<file path="config.mk">
export PLATFORM = sky130hd
export DESIGN_NAME = ov7670_stream_gen
export DESIGN_NICKNAME = d
export VERILOG_FILES = /design/src/rtl/ov7670_stream_pkg.sv /design/src/rtl/ov7670_stream_gen_pattern.sv /design/src/rtl/ov7670_stream_gen.sv
export SDC_FILE = /design/constraint.sdc
export NUM_CORES = 1
export LEC_CHECK = 0
export CAP_MARGIN = 25
export CORE_UTILIZATION = 35
export DETAILED_ROUTE_END_ITERATION = 8
export GPL_TIMING_DRIVEN = 0
export SLEW_MARGIN = 20
export SYNTH_ARGS = -nofsm -noshare
export SYNTH_HDL_FRONTEND = slang
export SYNTH_SLANG_ARGS = --single-unit
</file>
<file path="constraint.sdc">
create_clock -name i_Clk -period 4.2 [get_ports i_Clk]
set_input_delay 0.63 -clock i_Clk [delete_from_list [all_inputs] [get_ports i_Clk]]
set_output_delay 0.63 -clock i_Clk [all_outputs]
set_load 0.02 [all_outputs]
</file>
<file path="src/rtl/ov7670_stream_pkg.sv">
// Shared types and helpers for the OV7670 stream emulator.
// Frame states, pattern codes and line geometry.
package ov7670_stream_pkg;

  typedef enum logic [2:0] {
    IDLE,
    VSYNC,
    VBACK,
    ACTIVE,
    VFRONT
  } state_e;

  localparam logic [1:0] PAT_COUNT = 2'd0;
  localparam logic [1:0] PAT_BARS  = 2'd1;
  localparam logic [1:0] PAT_CONST = 2'd2;
  localparam logic [1:0] PAT_CHECK = 2'd3;

  function automatic int line_len(
    input int cols,
    input int bpp,
    input int hblank
  );
    return cols * bpp + hblank;
  endfunction

endpackage

</file>
<file path="src/rtl/ov7670_stream_gen_pattern.sv">
// Registered test-pattern mux for the OV7670 emulator.
// Loads on tick; outputs zero outside the active window.
module ov7670_pattern_gen
  import ov7670_stream_pkg::*;
(
  input  logic       clk,
  input  logic       rst,
  input  logic       en,
  input  logic       valid,
  input  logic [1:0] pattern,
  input  logic [7:0] b_lo,
  input  logic [3:0] col_lo,
  input  logic [3:0] r_lo,
  input  logic [7:0] cnst,
  output logic [7:0] data
);

  logic [7:0] data_d;
  logic [7:0] data_q;
  logic       chk;

  always_comb begin
    chk    = |((r_lo ^ col_lo) & 4'b1000);
    data_d = data_q;
    if (en) begin
      data_d = 8'h00;
      if (valid) begin
        unique case (pattern)
          PAT_COUNT: data_d = b_lo;
          PAT_BARS:  data_d = {col_lo[2:0], 5'b0};
          PAT_CONST: data_d = cnst;
          PAT_CHECK: data_d = chk ? 8'hFF : 8'h00;
        endcase
      end
    end
  end

  always_ff @(posedge clk or posedge rst) begin
    if (rst) data_q <= 8'h00;
    else     data_q <= data_d;
  end

  assign data = data_q;

endmodule

</file>
<file path="src/rtl/ov7670_stream_gen.sv">
// OV7670 parallel-bus transmitter: PCLK/VSYNC/HREF/D with test patterns.
// Everything except PCLK advances on the PCLK falling edge (tick).
module ov7670_stream_gen
  import ov7670_stream_pkg::*;
#(
  parameter int ACTIVE_COLS     = 32,
  parameter int ACTIVE_ROWS     = 32,
  parameter int BYTES_PER_PIXEL = 2,
  parameter int H_BLANK         = 144,
  parameter int VS_LINES        = 3,
  parameter int VBP_LINES       = 17,
  parameter int VFP_LINES       = 10
) (
  input  logic       i_Clk,
  input  logic       i_Rst,
  input  logic       i_Enable,
  input  logic [1:0] i_Pattern,
  input  logic [7:0] i_Const,
  output logic       o_PCLK,
  output logic       o_VSYNC,
  output logic       o_HREF,
  output logic [7:0] o_D,
  output logic       o_Frame_Done,
  output logic       o_Busy
);

  localparam int ACT_BYTES = ACTIVE_COLS * BYTES_PER_PIXEL;
  localparam int LINE_LEN  = line_len(ACTIVE_COLS, BYTES_PER_PIXEL, H_BLANK);
  localparam int MAX_A     = (VS_LINES > VBP_LINES) ? VS_LINES : VBP_LINES;
  localparam int MAX_B     = (ACTIVE_ROWS > VFP_LINES) ? ACTIVE_ROWS : VFP_LINES;
  localparam int MAX_LINES = (MAX_A > MAX_B) ? MAX_A : MAX_B;
  localparam int LW        = (LINE_LEN > 1) ? $clog2(LINE_LEN) : 1;
  localparam int NW        = (MAX_LINES > 1) ? $clog2(MAX_LINES) : 1;

  localparam logic [LW-1:0] LINE_LAST = LW'(LINE_LEN - 1);
  localparam logic [LW-1:0] HREF_END  = LW'(ACT_BYTES);
  localparam logic [LW-1:0] BPP_W     = LW'(BYTES_PER_PIXEL);

  state_e          state_d, state_q;
  logic [LW-1:0]   line_d, line_q;
  logic [NW-1:0]   lines_d, lines_q;
  logic [NW-1:0]   phase_last;
  logic [1:0]      pat_d, pat_q;
  logic [7:0]      cnst_d, cnst_q;
  logic            pclk_d, pclk_q;
  logic            vsync_d, vsync_q;
  logic            href_d, href_q;
  logic            done_d, done_q;
  logic            busy_d, busy_q;
  logic            tick, line_end, phase_end;
  logic [LW-1:0]   col_d;

  assign tick = pclk_q;

  always_comb begin
    unique case (state_q)
      VSYNC:   phase_last = NW'(VS_LINES - 1);
      VBACK:   phase_last = NW'(VBP_LINES - 1);
      ACTIVE:  phase_last = NW'(ACTIVE_ROWS - 1);
      VFRONT:  phase_last = NW'(VFP_LINES - 1);
      default: phase_last = '0;
    endcase
  end

  always_comb begin
    pclk_d    = ~pclk_q;
    state_d   = state_q;
    line_d    = line_q;
    lines_d   = lines_q;
    pat_d     = pat_q;
    cnst_d    = cnst_q;
    done_d    = 1'b0;
    line_end  = (line_q == LINE_LAST);
    phase_end = line_end && (lines_q == phase_last);
    if (tick) begin
      if (state_q == IDLE) begin
        if (i_Enable) begin
          state_d = VSYNC;
          pat_d   = i_Pattern;
          cnst_d  = i_Const;
        end
      end else begin
        line_d = line_end ? '0 : line_q + 1'b1;
        if (line_end) lines_d = phase_end ? '0 : lines_q + 1'b1;
        if (phase_end) begin
          unique case (state_q)
            VSYNC:  state_d = VBACK;
            VBACK:  state_d = ACTIVE;
            ACTIVE: state_d = VFRONT;
            default: begin
              done_d = 1'b1;
              // Back-to-back frames relatch pattern and constant here.
              if (i_Enable) begin
                state_d = VSYNC;
                pat_d   = i_Pattern;
                cnst_d  = i_Const;
              end else begin
                state_d = IDLE;
              end
            end
          endcase
        end
      end
    end
    vsync_d = (state_d == VSYNC);
    href_d  = (state_d == ACTIVE) && (line_d < HREF_END);
    busy_d  = (state_d != IDLE);
    col_d   = line_d / BPP_W;
  end

  always_ff @(posedge i_Clk or posedge i_Rst) begin
    if (i_Rst) begin
      pclk_q  <= 1'b0;
      state_q <= IDLE;
      line_q  <= '0;
      lines_q <= '0;
      pat_q   <= 2'd0;
      cnst_q  <= 8'h00;
      vsync_q <= 1'b0;
      href_q  <= 1'b0;
      done_q  <= 1'b0;
      busy_q  <= 1'b0;
    end else begin
      pclk_q  <= pclk_d;
      state_q <= state_d;
      line_q  <= line_d;
      lines_q <= lines_d;
      pat_q   <= pat_d;
      cnst_q  <= cnst_d;
      vsync_q <= vsync_d;
      href_q  <= href_d;
      done_q  <= done_d;
      busy_q  <= busy_d;
    end
  end

  // Fed from next-state values so the registered byte lines up with HREF.
  ov7670_pattern_gen u_pat (
    .clk     (i_Clk),
    .rst     (i_Rst),
    .en      (tick),
    .valid   (href_d),
    .pattern (pat_d),
    .b_lo    (8'(line_d)),
    .col_lo  (4'(col_d)),
    .r_lo    (4'(lines_d)),
    .cnst    (cnst_d),
    .data    (o_D)
  );

  assign o_PCLK       = pclk_q;
  assign o_VSYNC      = vsync_q;
  assign o_HREF       = href_q;
  assign o_Frame_Done = done_q;
  assign o_Busy       = busy_q;

endmodule

</file>
==> impl_metrics.ini, run 1 <==
[worst_setup_path]
critPathCaptureType = register
crit_slowest_cell = clkdlybuf4s50_1
path_buf_inv = 1
path_class = in -> reg
critPathRequiredTime_ns = 4.35
worst-path-max-fanout = 9
path_delay_family = compound AO/OA/AOI/OAI gates
critical_path_arrival_ns = 2.98
max_stage_delay_ns = 0.61
path_cells = clkdlybuf4s50_1 > nand2_1 > a311oi_1 > nor2_1 > mux2i_1 > a2111oi_1 > o32ai_1
ff2ff_setup_slack_ns = 1.41
start_kind = primary input

[power]
power.density_nw_per_um2 = 333
clkPwrFrac = 0.268
vdd_drop_max_mv = 0.148
internal_power_mw = 0.630
comb_power_share = 0.240
sw_frac_of_total = 0.317
p_total_mw = 0.922
p_seq_frac = 0.492
switching_power_mw = 0.292
power.leakage_nw = 1.18

[sta]
setup_tns_ns = 0
fin_crit_sh = 0.674
hold_violations = 0
rsz0062_at_grt = false
setup_viol = 0
hold_ws_ns = 0.502
period_needed_ns = 2.83
fin_skew_ns = 0.00758
maxClockFrequency_mhz = 353
fin_ws_ns = 1.37
maxSlewViolCount = 0
tightestPinTransition_ns = 0.661
slew_headroom = 0.557

[die]
ios = 26
die_y_um = 83.3
core_area_um2 = 6390
initial_core_util = 0.363
placementRows = 29
fp.dieArea_um2 = 6950
die_x_um = 83.3

[clock_network]
clock_latency_ns = 0.29
post_cts_resized = 0
htreeDepth = 2
path_clk_slew_ns = 0.08
holdBufCountCts = 0
post_cts_buffers = 0
cts.path.max_buffers = 2
clockRootBuffer = clkbuf_8
cts_buffers = 5
cts.sinks = 39
cts_tree = built

[final_layout]
seqCellArea_um2 = 976
drive_above_1_share = 0.121
final_common_cell = dfrtp_1
final_cell_mix = 39 x dfrtp_1, 30 x nand2_1, 25 x clkdlybuf4s50_1
fillers = 641
n_antenna_cell = 0
multi_input_area_um2 = 1230
area_growth_pct = 19.4
stdcell_area_um2 = 2770
nets = 296

[global_route]
antenna_found_initial = 0
grt_max_degree = 28
first_global_vias = 1948
grt_pass1_wl_mm = 9.38
grt_overflow = 0
grt_usage = 0.168

[synthesis]
synth_top_area_share = 0.421
synth-seq-area-share = 0.421
synth_nets = 263
avgSynthCellArea_um2 = 9.34
ys.flop_type = dfrtp_1
synth_cell_type_count = 64
synth_warnings = 0
ys_seq_elements = 39
netlist_top_cells_area = dfrtp_1 42%, nand2_1 4.9%, mux2_2 4.4%
synthArstFlopShare = 1.00
yosys.area.top_type = dfrtp_1
synth-edff-count = 0
synthCells = 248
netlist_area_um2 = 2320

[route]
drtIter0Drc = 87
via_count = 2038
drc_errors = 0
via_per_inst = 5.69
wirelength_mm = 5.47
drtPass1Iterations = 4
wl_per_cell_um = 15.3
antenna_left = 0

[hold_path]
worstHoldPathType = reg -> reg

[placement]
hpwl_mm = 4.02
io_buffers = 25
place_ws_ns = 1.07
place_area_um2 = 2680
gp_congestion = 0.826

[run]
drv_cap = 0

[status]
status = completed
==> cell families (layout without fill, tap and decap cells) <==
family,Yosys count,count (layout),synth area share
AOI/OAI and AO/OA,60,60,0.200
muxes,14,14,0.0675
and+or+nand+nor,105,105,0.240
adders and majority gates,2,2,0.0108
DFF,39,39,0.421
xor gates and xnor gates,4,4,0.0151
buffers and inverters,24,57,0.0454
==> through the flow <==
step | utilization | instances
2_1_floorplan | - | 248
3_3_place_gp | 0.417 | 350
3_5_place_dp | 0.420 | 351
4_1_cts | 0.433 | 358
5_1_grt | 0.433 | 358
6_report | 0.433 | 358
==> state kept, by name, summed over array words and instances, names as in the netlist, named ones only <==
signal        cells
o_HREF            1
cnst_q            8
lines_q           2
pat_q             2
state_q           3
o_Busy            1
o_PCLK            1
u_pat.data        8
o_VSYNC           1
o_Frame_Done      1
line_q            8
==> cells in the mapped netlist (2+ instances only) <==
master,n
nand2_1,30
buf_2,3
a211oi_1,4
clkbuf_1,3
a311oi_1,3
nand2b_1,2
o32ai_1,7
xnor2_1,3
o21ai_0,13
o21ai_1,3
nor2_1,22
o211ai_1,3
inv_1,15
nor4_1,5
mux2_2,9
nor3_1,5
mux2i_1,4
and4bb_2,2
ha_1,2
o22ai_1,2
a221o_1,2
a21oi_1,3
nand4_1,7
and3_1,11
nand3_1,5
o31ai_1,3
dfrtp_1,39
nor2b_1,2
==> path summary, 6_finish.rpt <==
| check | cells after the start | startpoint | endpoint |
|---|---|---|---|
| max in group asynchronous | 3 | i_Rst | line_q[1] |
| min in group asynchronous | 2 | i_Rst | state_q[2] |
| worst min register to register | 1 | cnst_q[2] | cnst_q[2] |
| worst max register to register | 7 | state_q[1] | u_pat.data[5] |
| worst min-delay path | 1 | cnst_q[2] | cnst_q[2] |
| worst max-delay path | 7 | i_Enable | u_pat.data[5] |
==> power groups by stage <==
stage	Combinational [mW]	Clock, mW	Sequential, mW
floorplan	0.165	0	0.451
global placement	0.216	0	0.461
detailed placement	0.222	0	0.460
CTS	0.222	0.257	0.453
global route	0.251	0.270	0.462
finish	0.221	0.247	0.454
==> cell type report <==
type                    instances  share of cell area
multi-input cells             185               0.447
flip-flops and latches         39               0.353
repair buffers                 26              0.0977
well taps                      77              0.0348
clock buffers                   5              0.0249
inverters                      15              0.0204
plain buffers                   9              0.0176
clock inverters                 2             0.00498
==> metal layers <==
layer | up-vias | share of wire | routed length [um] | global-route usage
met5 | - | 0 | 0 | 0
met1 | 988 | 0.49 | 2660 | 0.229
met2 | 55 | 0.48 | 2600 | 0.276
li1 | 990 | - | - | -
met3 | 5 | 0.032 | 174 | 0.0298
met4 | 0 | 0.0066 | 36 | 0.0439
Note: power is estimated with default switching activity, not from simulation.
==> run 2, diff against run 1 <==
- clock period: 4.2 -> 2.69 ns (I/O delays scaled with it)
==> impl_metrics.ini, run 2 (synthesis results as in run 1) <==
[worst_setup_path]
reg2reg_from = state_q[0]
start_kind = register
critPathCaptureType = register
reg2reg_depth = 10
ff2ff_setup_slack_ns = 0.04
crit_top_cell = buf_4
cp.depth = 10
max_stage_delay_ns = 0.43
r2r-end = u_pat.data[5]
path_buf_inv = 3
endpoint = u_pat.data[5]
critical_path_arrival_ns = 2.81
crit_slowest_cell = dfrtp_1
path_delay_family = compound AO/OA/AOI/OAI gates
path_cells = buf_4 > o31ai_4 > buf_12 > nor2_2 > mux2_4 > o22ai_1 > a211oi_4 > buf_4 > a2111oi_1 > o32ai_1
path_class = reg -> reg
critPathRequiredTime_ns = 2.84
critPathLaunch = state_q[0]
worst-path-max-fanout = 10

[placement]
hpwl_mm = 4.02
io_buffers = 25
place_ws_ns = -0.212
gp_congestion = 0.826

[sta]
tightestPinTransition_ns = 0.511
maxSlewViolCount = 0
rsz0062_at_grt = true
setup_tns_ns = 0
fin_skew_ns = 0.00843
slew_headroom = 0.658
maxClockFrequency_mhz = 377
hold_violations = 0
fin_crit_sh = 0.986
fin_ws_ns = 0.0372
setup_viol = 0
period_needed_ns = 2.65

[route]
drc_errors = 0
wl_per_cell_um = 15.3
drtIter0Drc = 85
drtPass1Iterations = 4
wirelength_mm = 5.53
antenna_left = 0
via_per_inst = 5.70
via_count = 2056

[global_route]
grt_pass1_wl_mm = 9.45
antenna_found_initial = 0
grt_max_degree = 28
first_global_vias = 1965
grt_usage = 0.170
grt_overflow = 0

[die]
die_y_um = 83.3
placementRows = 29
fp.dieArea_um2 = 6950
ios = 26
die_x_um = 83.3
core_area_um2 = 6390
initial_core_util = 0.363

[clock_network]
cts_tree = built
path_clk_slew_ns = 0.08
holdBufCountCts = 0
clock_latency_ns = 0.29
cts.path.max_buffers = 2
cts_buffers = 5
clockRootBuffer = clkbuf_8
htreeDepth = 2
cts.sinks = 39

[power]
p_total_mw = 1.45
power.leakage_nw = 1.21
vdd_drop_max_mv = 0.227
power.density_nw_per_um2 = 511

[final_layout]
n_antenna_cell = 0
area_growth_pct = 22.3
fillers = 635
postLayoutCoreUtil = 0.444
drive_above_1_share = 0.158
final_cell_mix = 39 x dfrtp_1, 30 x nand2_1, 25 x clkdlybuf4s50_1
nets = 299
seqCellArea_um2 = 976
multi_input_area_um2 = 1260
final_common_cell = dfrtp_1

[status]
status = completed

[run]
drv_cap = 0

[hold_path]
worstHoldPathType = in -> async
## run 2: per-layer routing
layer,GRT usage,wire length [um],vias up
li1,-,-,994
met1,0.230,2620,1007
met2,0.280,2690,50
met3,0.0298,182,5
met4,0.0439,36,0
met5,0,0,-
## run 2: worst min path at each step
stage | startpoint | end | slack (ns) | depth (start not counted)
after floorplan | cnst_q[1] | cnst_q[1] | 0.47 | 1
after global placement | cnst_q[3] | cnst_q[3] | 0.49 | 1
final | i_Rst | state_q[2] | 0.39 | 2
after detailed placement | cnst_q[2] | cnst_q[2] | 0.49 | 1
after global routing | i_Rst | line_q[7] | 0.40 | 2
after CTS | i_Rst | state_q[2] | 0.39 | 2
## run 2: where the power goes
group          total [mW]  switching (mW)  leakage, nW  internal [mW]
registers           0.709          0.0631        0.497          0.646
clock network       0.385           0.208       0.0440          0.177
logic               0.353           0.189        0.672          0.164
## run 2: cell type report
cell class,instances,share of cell area
Clock buffer,5,0.0243
Buffer,9,0.0181
Timing Repair Buffer,29,0.108
Tap cell,77,0.0340
Multi-Input combinational cell,185,0.447
Sequential cell,39,0.345
Clock inverter,2,0.00486
Inverter,15,0.0199
## run 2: timing repair
item / 4_1_cts / 5_1_grt
hold endpoints to repair: 0 / 0
gates cloned: 0 / 0
buffers inserted: 0 / 3
endpoints found under the setup margin: 2 / 16
resized for setup: 2 / 7
pin swaps: 0 / 2
## run 2: stage by stage
stage          std cells  hold slack [ns]  instance area [um2]
2_1_floorplan        248            0.472                 2320
3_3_place_gp         350            0.485                 2660
3_5_place_dp         351            0.489                 2680
4_1_cts              358            0.387                 2770
5_1_grt              361            0.399                 2830
6_report             361            0.386                 2830
==> run 3, diff against run 2 <==
- ABC_AREA: unset -> 1
==> impl_metrics.ini, run 3 <==
[clock_network]
path_clk_slew_ns = 0.09
holdBufCountCts = 0
post_cts_resized = 0
clock_latency_ns = 0.29
cts.sinks = 39
htreeDepth = 2
post_cts_buffers = 0
cts_tree = built
clockRootBuffer = clkbuf_8
cts.path.max_buffers = 2
cts_buffers = 5

[placement]
place_ws_ns = 0.227
gp_congestion = 0.812
hpwl_mm = 4.03
io_buffers = 25

[synthesis]
avgSynthCellArea_um2 = 7.30
synth-edff-count = 0
netlist_area_um2 = 2340
synth_warnings = 0
synth.most_common_cell = nand2_1
synth_commonest_cells = 97 x nand2_1, 45 x nand3_1, 39 x dfrtp_1
synthCells = 320
ys_seq_elements = 39
synth_top_area_share = 0.418
synth-seq-area-share = 0.418
synth_cell_type_count = 29
synthArstFlopShare = 1.00
yosys.area.top_type = dfrtp_1
netlist_top_cells_area = dfrtp_1 42%, nand2_1 16%, nand3_1 9.6%
ys.flop_type = dfrtp_1
synth_nets = 335

[sta]
period_needed_ns = 2.42
setup_viol = 0
fin_crit_sh = 0.901
rsz0062_at_grt = false
maxClockFrequency_mhz = 413
setup_tns_ns = 0
tightestPinTransition_ns = 0.439
hold_violations = 0
maxSlewViolCount = 0
fin_ws_ns = 0.266
slew_headroom = 0.707
fin_skew_ns = 0.0106

[worst_setup_path]
critPathCaptureType = register
ff2ff_setup_slack_ns = 0.27
r2r-end = u_pat.data[7]
path_class = reg -> reg
reg2reg_depth = 14
critical_path_arrival_ns = 2.61
cp.depth = 14
critPathLaunch = line_q[0]
reg2reg_from = line_q[0]
worst-path-max-fanout = 10
crit_top_cell = nand2_2
path_delay_family = simple AND/OR/NAND/NOR gates
critPathRequiredTime_ns = 2.88
crit_slowest_cell = dfrtp_1
endpoint = u_pat.data[7]
path_cells = ha_1 > nand3_1 > nor2_4 > nand3_2 > nor2_4 > nand2_4 > nand2_2 > nand3_4 > nand2_2 > nand2_2 > nand3_2 > nand2_1 > o21ai_1 > nand2_1
path_buf_inv = 0
start_kind = register
max_stage_delay_ns = 0.40

[status]
status = completed

[global_route]
grt.met1_usage = 0.223
first_global_vias = 1994
grt_busiest_layer = met2
antenna_found_initial = 0
grt_overflow = 0
grt_max_degree = 22
grt_usage = 0.163
met2_usage = 0.267
grt_pass1_wl_mm = 9.35
grt.met3_usage = 0.0307

[run]
drv_cap = 0

[route]
wirelength_mm = 5.20
antenna_left = 0
drtIter0Drc = 75
drtPass1Iterations = 4
wl_per_cell_um = 12.1
via_per_inst = 4.89
drc_errors = 0
via_count = 2108

[power]
switching_power_mw = 0.239
comb_power_share = 0.038
vdd_drop_max_mv = 0.269
clkPwrFrac = 0.440
p_seq_frac = 0.522
power.density_nw_per_um2 = 397
sw_frac_of_total = 0.213
power.leakage_nw = 1.52
internal_power_mw = 0.883

[die]
fp.dieArea_um2 = 7010
die_x_um = 83.7
core_area_um2 = 6390
die_y_um = 83.7
placementRows = 29
ios = 26
initial_core_util = 0.366

[final_layout]
drive_above_1_share = 0.130
final_cell_mix = 97 x nand2_1, 45 x nand3_1, 39 x dfrtp_1
multi_input_area_um2 = 1140
n_antenna_cell = 0
area_growth_pct = 21.0
seqCellArea_um2 = 976
final_common_cell = nand2_1
postLayoutCoreUtil = 0.443
nets = 368
fillers = 655

[hold_path]
worstHoldPathType = in -> async
[run 3: changes by cell type after synthesis, moves of 5 or more]
cell	change
nand2_1	+67
nor2_1	+5
nand3_1	+40
o32ai_1	-7
nand2_2	+10
nor4_1	-5
mux2_2	-9
inv_1	+23
nand2_4	+5
and3_1	-11
o21ai_0	-5
[run 3: final cells by class]
type / instances / area share
Buffer: 8 / 0.0234
Clock buffer: 5 / 0.0243
Clock inverter: 3 / 0.0155
Inverter: 42 / 0.0557
Multi-Input combinational cell: 231 / 0.404
Sequential cell: 39 / 0.345
Tap cell: 77 / 0.0341
Timing Repair Buffer: 26 / 0.0982
[run 3: worst min path at each step]
stage	from	endpoint	slack (ns)
after floorplan	cnst_q[0]	cnst_q[0]	0.44
after global placement	cnst_q[1]	cnst_q[1]	0.46
after detailed placement	cnst_q[3]	cnst_q[3]	0.46
after CTS	i_Rst	u_pat.data[1]	0.44
after global routing	i_Rst	u_pat.data[1]	0.49
final	i_Rst	u_pat.data[1]	0.42
[run 3: power groups by stage]
stage          registers (mW)  clock network, mW  logic (mW)
6_report                0.586              0.494      0.0423
5_1_grt                 0.586              0.529      0.0485
4_1_cts                 0.586              0.508      0.0436
3_5_place_dp            0.597                  0      0.0435
3_3_place_gp            0.597                  0      0.0381
2_1_floorplan           0.597                  0      0.0144
[run 3: cell families after synthesis]
kind of cell,synth area share
compound gates,0.0535
xor+xnor,0.00375
fa+ha+maj,0.0107
buf+inv,0.0958
flops,0.418
simple gates,0.419
[run 3: stage by stage]
stage               power, mW  area [um2]  instances  hold WS [ns]
floorplan               0.612        2340        320         0.438
global placement        0.636        2680        422         0.460
detailed placement      0.641        2710        423         0.462
CTS                      1.14        2820        431         0.437
global route             1.16        2830        431         0.494
finish                   1.12        2830        431         0.423
[run 3: per-layer routing]
metal	vias to the layer above	wire length, um
li1	1081	-
met1	985	2490
met2	36	2520
met3	6	143
met4	0	41
met5	-	0
[run 3: worst reg2reg max path, cell delays in order, from the launching register on]
cell and delay (ns):
dfrtp_1 0.40, ha_1 0.18, nand3_1 0.20, nor2_4 0.22
nand3_2 0.12, nor2_4 0.18, nand2_4 0.09, nand2_2 0.10
nand3_4 0.15, nand2_2 0.11, nand2_2 0.10, nand3_2 0.17
nand2_1 0.07, o21ai_1 0.16, nand2_1 0.06
==> RTL edit 1, RTL diff (settings of run 3) <==
Remove the register `href_q`: a continuous assignment takes its place, so the output `o_HREF` follows one clock earlier.
--- a/src/rtl/ov7670_stream_gen.sv
+++ b/src/rtl/ov7670_stream_gen.sv
@@ -117,7 +117,6 @@
       pat_q   <= 2'd0;
       cnst_q  <= 8'h00;
       vsync_q <= 1'b0;
-      href_q  <= 1'b0;
       done_q  <= 1'b0;
       busy_q  <= 1'b0;
     end else begin
@@ -128,11 +127,12 @@
       pat_q   <= pat_d;
       cnst_q  <= cnst_d;
       vsync_q <= vsync_d;
-      href_q  <= href_d;
       done_q  <= done_d;
       busy_q  <= busy_d;
     end
   end
+
+  assign href_q = href_d;
 
   // Fed from next-state values so the registered byte lines up with HREF.
   ov7670_pattern_gen u_pat (
Check against the original RTL: no difference found for any inputs over 10 cycles, from zero or initial values and one cycle with i_Rst high; that may be too few to reach the edited logic, so the function may still have changed.
==> RTL edit 1 against run 3 <==
- synthesized cell count fell by 0.31%
- total power fell by 12%
- clock skew fell by 0.0030 ns
- sequential cell count fell by 1
- wire length rose by 5.4%
- worst setup slack got worse by 0.15 ns
- die area fell by 1.0%
- cell count rose by 3.0%
- final area rose by 3.8%
- register-to-register slack improved by 0.04 ns
- via count rose by 1.1%
- count of clock-buffer cells in the layout did not move
- area after synthesis fell by 1.1%
- critical path depth rose by 1
- critical endpoint is now o_HREF
- largest cell class unchanged
==> RTL edit 1: results (changes against run 3) <==
Setup path:
- The largest driver fanout on the critical path is 5 (-5).
- The worst endpoint data arrival time was 2.17 ns (-0.44 ns).

Route:
- The number of optimization iterations in the first detailed-route pass is 4 (unchanged).
- The average wire per standard cell is 12.3 um (+2.3%).
- The number of vias in the routed layout is 2131 (+1.1%).
- The violation count after the first detailed-route iteration is 114 (+52%).
- The sum of routed wire length over all layers came to 5480 um (+5.4%).

Status:
- The run finished with clean final reports.

Logic synthesis:
- After synthesis, the cell types taking the most area are dfrtp_1 (41%), nand2_1 (16%), nand3_1 (9.7%), inv_1 (6.2%), nor2_1 (4.4%).
- The net count of the mapped netlist is 334 (-0.30%).
- Ranked by instance count, the synthesized netlist is headed by nand2_1 (97), nand3_1 (45), dfrtp_1 (38), inv_1 (38), nor2_1 (27).
- The fraction of synthesis flops using an asynchronous set or reset pin came to 100% (unchanged).
- The unique cell type count in the Yosys netlist is 29 (unchanged).
- The register area share after synthesis is 41.1% (-0.63 points).
- The number of standard cells after synthesis was 319 (-0.31%).

Placed design:
- The placed cell count came to 422 (-0.24%).
- The placed wire-length estimate after detailed placement came to 3990 um (-1.0%).
- The placed instance area is 2680 um^2 (-1.2%).
- The placer congestion estimate came to 0.807 (-0.69%).
- The number of buffers inserted by port buffering is 25 (unchanged).
- The post-placement worst setup slack was -0.323 ns (-0.550 ns).

Finish:
- The fraction of area in clock buffers and inverters is 2.69% (-1.3 points).
- The share of cell area taken by multi-input logic gates is 41.0% (+0.67 points).
- The layout clock buffer count was 5 (unchanged).
- The fraction of layout instances using a drive strength above 1 is 19.1% (+6.1 points).
- The sequential share of cell area was 32.4% (-2.1 points).
- The net total in the final layout is 382 (+3.8%).
- The number of buffers outside the clock class in the layout was 49 (+44%).
- The final-layout non-clock buffer area share was 15.2% (+3.1 points).
- The number of diodes added for antenna fixing came to 0 (unchanged).
- The layout filler cell count came to 648 (-1.1%).

GRT:
- The largest net degree at the start of global routing is 25 (+14%).
- The total routing resource utilization after global routing is 17.0% (+0.69 points).
- The wire length of the first global-routing pass came to 9500 um (+1.6%).

Timing:
- The clock tree skew after final layout is 0.00767 ns (-0.00297 ns).
- The headroom to the max-slew limit is 72.9% (+2.3 points).

Pwr:
- The leakage power came to 1.58 nW (+3.4%).
- The clock group power is 376 uW (-24%).
- The net switching share of the total power is 22.6% (+1.3 points).
- The reported net switching power is 223 uW (-6.6%).
- The logic gate share of total power is 4.2% (+0.4 points).
- The worst voltage drop across the vdd grid is 211 uV (-22%).
- The power per cell area is 337 nW/um^2 (-15%).

Clocking:
- The post-CTS resize count is 8 (+8).
- The later-pin clock latency in the skew report was 0.29 ns (about the same).
- The setup fix buffers added after clock tree synthesis is 9 (+9).
- The H-tree depth is 2 (unchanged).
- The number of clock sinks is 38 (-2.6%).
## RTL edit 1: per-layer routing
metal  wire length [um]  vias to the layer above  track usage (%)  share of wire, %
li1                   -                     1111                -                 -
met1               2510                      967             21.4                46
met2               2680                       42             28.7                49
met3                205                       11             3.88               3.7
met4                 80                        0             5.64               1.5
met5                  0                        -                0                 0
## RTL edit 1: worst paths after layout
path	start	endpoint	slack (ns)	depth (start not counted)
worst max-delay path	state_q[0]$_DFF_PP0_	o_HREF	0.12	15
worst min-delay path	i_Rst	cnst_q[4]$_DFF_PP0_	0.38	2
worst max register to register	state_q[0]$_DFF_PP0_	u_pat.data[0]$_DFFE_PP0P_	0.31	16
worst min register to register	cnst_q[1]$_DFF_PP0_	cnst_q[1]$_DFF_PP0_	0.48	2
max in group asynchronous	i_Rst	lines_q[4]$_DFFE_PP0P_	1.87	3
min in group i_Clk	cnst_q[1]$_DFF_PP0_	cnst_q[1]$_DFF_PP0_	0.48	2
## RTL edit 1: kinds of logic (layout without fill, tap and decap cells)
logic type / count (synthesis) / after routing / synth area share [%]
flip-flops: 38 / 38 / 41.1
AO/OA/AOI/OAI: 23 / 23 / 5.41
AND/OR/NAND/NOR: 205 / 205 / 42.3
adder cells (fa/ha/maj): 2 / 2 / 1.08
XOR/XNOR: 1 / 1 / 0.379
buffers and inverters: 50 / 98 / 9.69
## RTL edit 1: critical path, stage by stage (launching register included)
cell and delay, ns:
dfrtp_1 0.38, buf_6 0.13, nor2_4 0.17, nand2_2 0.11, nand3_1 0.09, nand2_2 0.09, nor2_4 0.16, nand2_4 0.09
nand2_2 0.10, nand2_1 0.07, nand2_2 0.07, nand2_2 0.07, nor2_2 0.12, nand2_1 0.06, inv_1 0.05, buf_4 0.13
==> RTL edit 2, RTL diff (flow settings as in run 3) <==
Made on the original files. Set the parameter `ACTIVE_ROWS` to 64 (it was 32).
--- a/src/rtl/ov7670_stream_gen.sv
+++ b/src/rtl/ov7670_stream_gen.sv
@@ -4,7 +4,7 @@
   import ov7670_stream_pkg::*;
 #(
   parameter int ACTIVE_COLS     = 32,
-  parameter int ACTIVE_ROWS     = 32,
+  parameter int ACTIVE_ROWS     = 64,
   parameter int BYTES_PER_PIXEL = 2,
   parameter int H_BLANK         = 144,
   parameter int VS_LINES        = 3,
Check against the original RTL: no difference found for any inputs over 10 cycles, from zero or initial values and one cycle with i_Rst high; that may be too few to reach the edited logic, so the function may still have changed.
==> RTL edit 2 against run 3 <==
- cell count decreased by 2.1%
- largest power group unchanged
- final area is 0.75% lower
- area after synthesis down 1.1%
- worst setup slack better by 0.074 ns
- wire length is 4.7% lower
- sequential cell count grew 1
- total power rose by 7.9%
- clock skew down 0.0061 ns
- die area shrank 1.0%
- utilization is 0.082 points lower
==> RTL edit 2: results (changes against run 3) <==
Status:
- The flow ran to the end, and the final reports show no timing, DRC or antenna violations.

GRT:
- The met2 track demand over resource is 24.2% (-2.5 points).
- The largest net degree at the start of global routing is 29 (+32%).
- The met1 layer usage reported by global route is 22.1% (-0.22 points).
- The via count of the first global-routing pass came to 1864 (-6.5%).
- The routing usage on met3 is 2.68% (-0.38 points).
- The total routing resource utilization after global routing was 15.4% (-0.92 points).
- The wire length of the first global-routing pass is 8670 um (-7.2%).

Setup path:
- The minimum setup slack among reg-to-reg paths is 0.34 ns (+0.07 ns).
- The largest driver fanout on the critical path was 8 (-2).
- Among all stages on the critical path, the largest delay is contributed by dfrtp_1.
- The worst reg2reg path endpoint is u_pat.data[5]$_DFFE_PP0P_.

Finish:
- The net total in the final layout was 360 (-2.2%).
- The number of diodes added for antenna fixing is 0 (unchanged).
- The fraction of layout instances using a drive strength above 1 is 11.9% (-1.1 points).
- The layout filler cell count came to 667 (+1.8%).

Logic synthesis:
- Sorting the synthesized cells by area gives the leading types as dfrtp_1 (43%), nand2_1 (14%), nand3_1 (7.1%), inv_1 (7.0%), nor2_1 (4.4%).
- In the synthesized netlist, the cells that appear most often are nand2_1 (85), inv_1 (43), dfrtp_1 (40).
- The net count of the mapped netlist was 327 (-2.4%).
- The register area share after synthesis was 43.3% (+1.5 points).

Timing:
- The headroom to the max-slew limit came to 68.2% (-2.4 points).
- The hold slack came to 0.374 ns (-0.0486 ns).

Route:
- The number of vias in the routed layout came to 1987 (-5.7%).
- The wire length on met1 is 2520 um (+1.1%).
- The detailed route wirelength on metal3 is 237 um (+66%).
- The average wire per standard cell is 11.7 um (-2.6%).
- The violation count after the first detailed-route iteration is 48 (-36%).
- The met2 layer wire length in the routed design was 2170 um (-14%).

Pwr:
- The leakage power is 1.46 nW (-4.5%).
- The reported net switching power is 226 uW (-5.3%).
- The combinational-cell power consumption is 36.5 uW (-14%).
- The worst voltage drop across the vdd grid came to 209 uV (-22%).
- The clock network fraction of total power came to 47.4% (+3.4 points).
- The logic gate share of total power is 3.0% (-0.8 points).

Placed design:
- The placer congestion estimate is 0.809 (-0.33%).
-- RTL edit 2: worst max path at each step --
stage / start / end / slack [ns] / cells past startpoint
detailed placement: line_q[0]$_DFF_PP0_ / u_pat.data[5]$_DFFE_PP0P_ / 0.34 / 14
finish: line_q[0]$_DFF_PP0_ / u_pat.data[5]$_DFFE_PP0P_ / 0.34 / 14
global placement: line_q[0]$_DFF_PP0_ / u_pat.data[6]$_DFFE_PP0P_ / 0.35 / 14
global route: line_q[0]$_DFF_PP0_ / u_pat.data[5]$_DFFE_PP0P_ / 0.05 / 13
floorplan: line_q[0]$_DFF_PP0_ / u_pat.data[1]$_DFFE_PP0P_ / 0.69 / 14
CTS: line_q[0]$_DFF_PP0_ / u_pat.data[5]$_DFFE_PP0P_ / 0.30 / 14
-- RTL edit 2: kinds of logic after synthesis --
kind of cell / Yosys count / share of synthesized area, %
and+or+nand+nor: 188 / 39.6
buffers and inverters: 53 / 9.14
DFF: 40 / 43.3
AOI/OAI and AO/OA: 27 / 6.11
xor gates and xnor gates: 2 / 0.758
adders and majority gates: 2 / 1.08
-- RTL edit 2: per-stage QoR --
stage	setup slack, ns	util, %	instances
floorplan	0.692	-	312
finish	0.340	44.2	422
global route	0.0536	44.2	422
CTS	0.299	44.2	422
global placement	0.354	41.9	414
detailed placement	0.343	42.2	415
-- RTL edit 2: layout make-up --
cell class | instances | area [um^2] | area share, %
clock inverter | 2 | 60.1 | 2.14
timing repair buffer | 26 | 270 | 9.63
multi-input combinational | 219 | 1100 | 39.2
inverter | 49 | 184 | 6.55
sequential | 40 | 1000 | 35.7
clock buffer | 5 | 68.8 | 2.45
buffer | 4 | 27.5 | 0.980
tap | 77 | 96.3 | 3.43
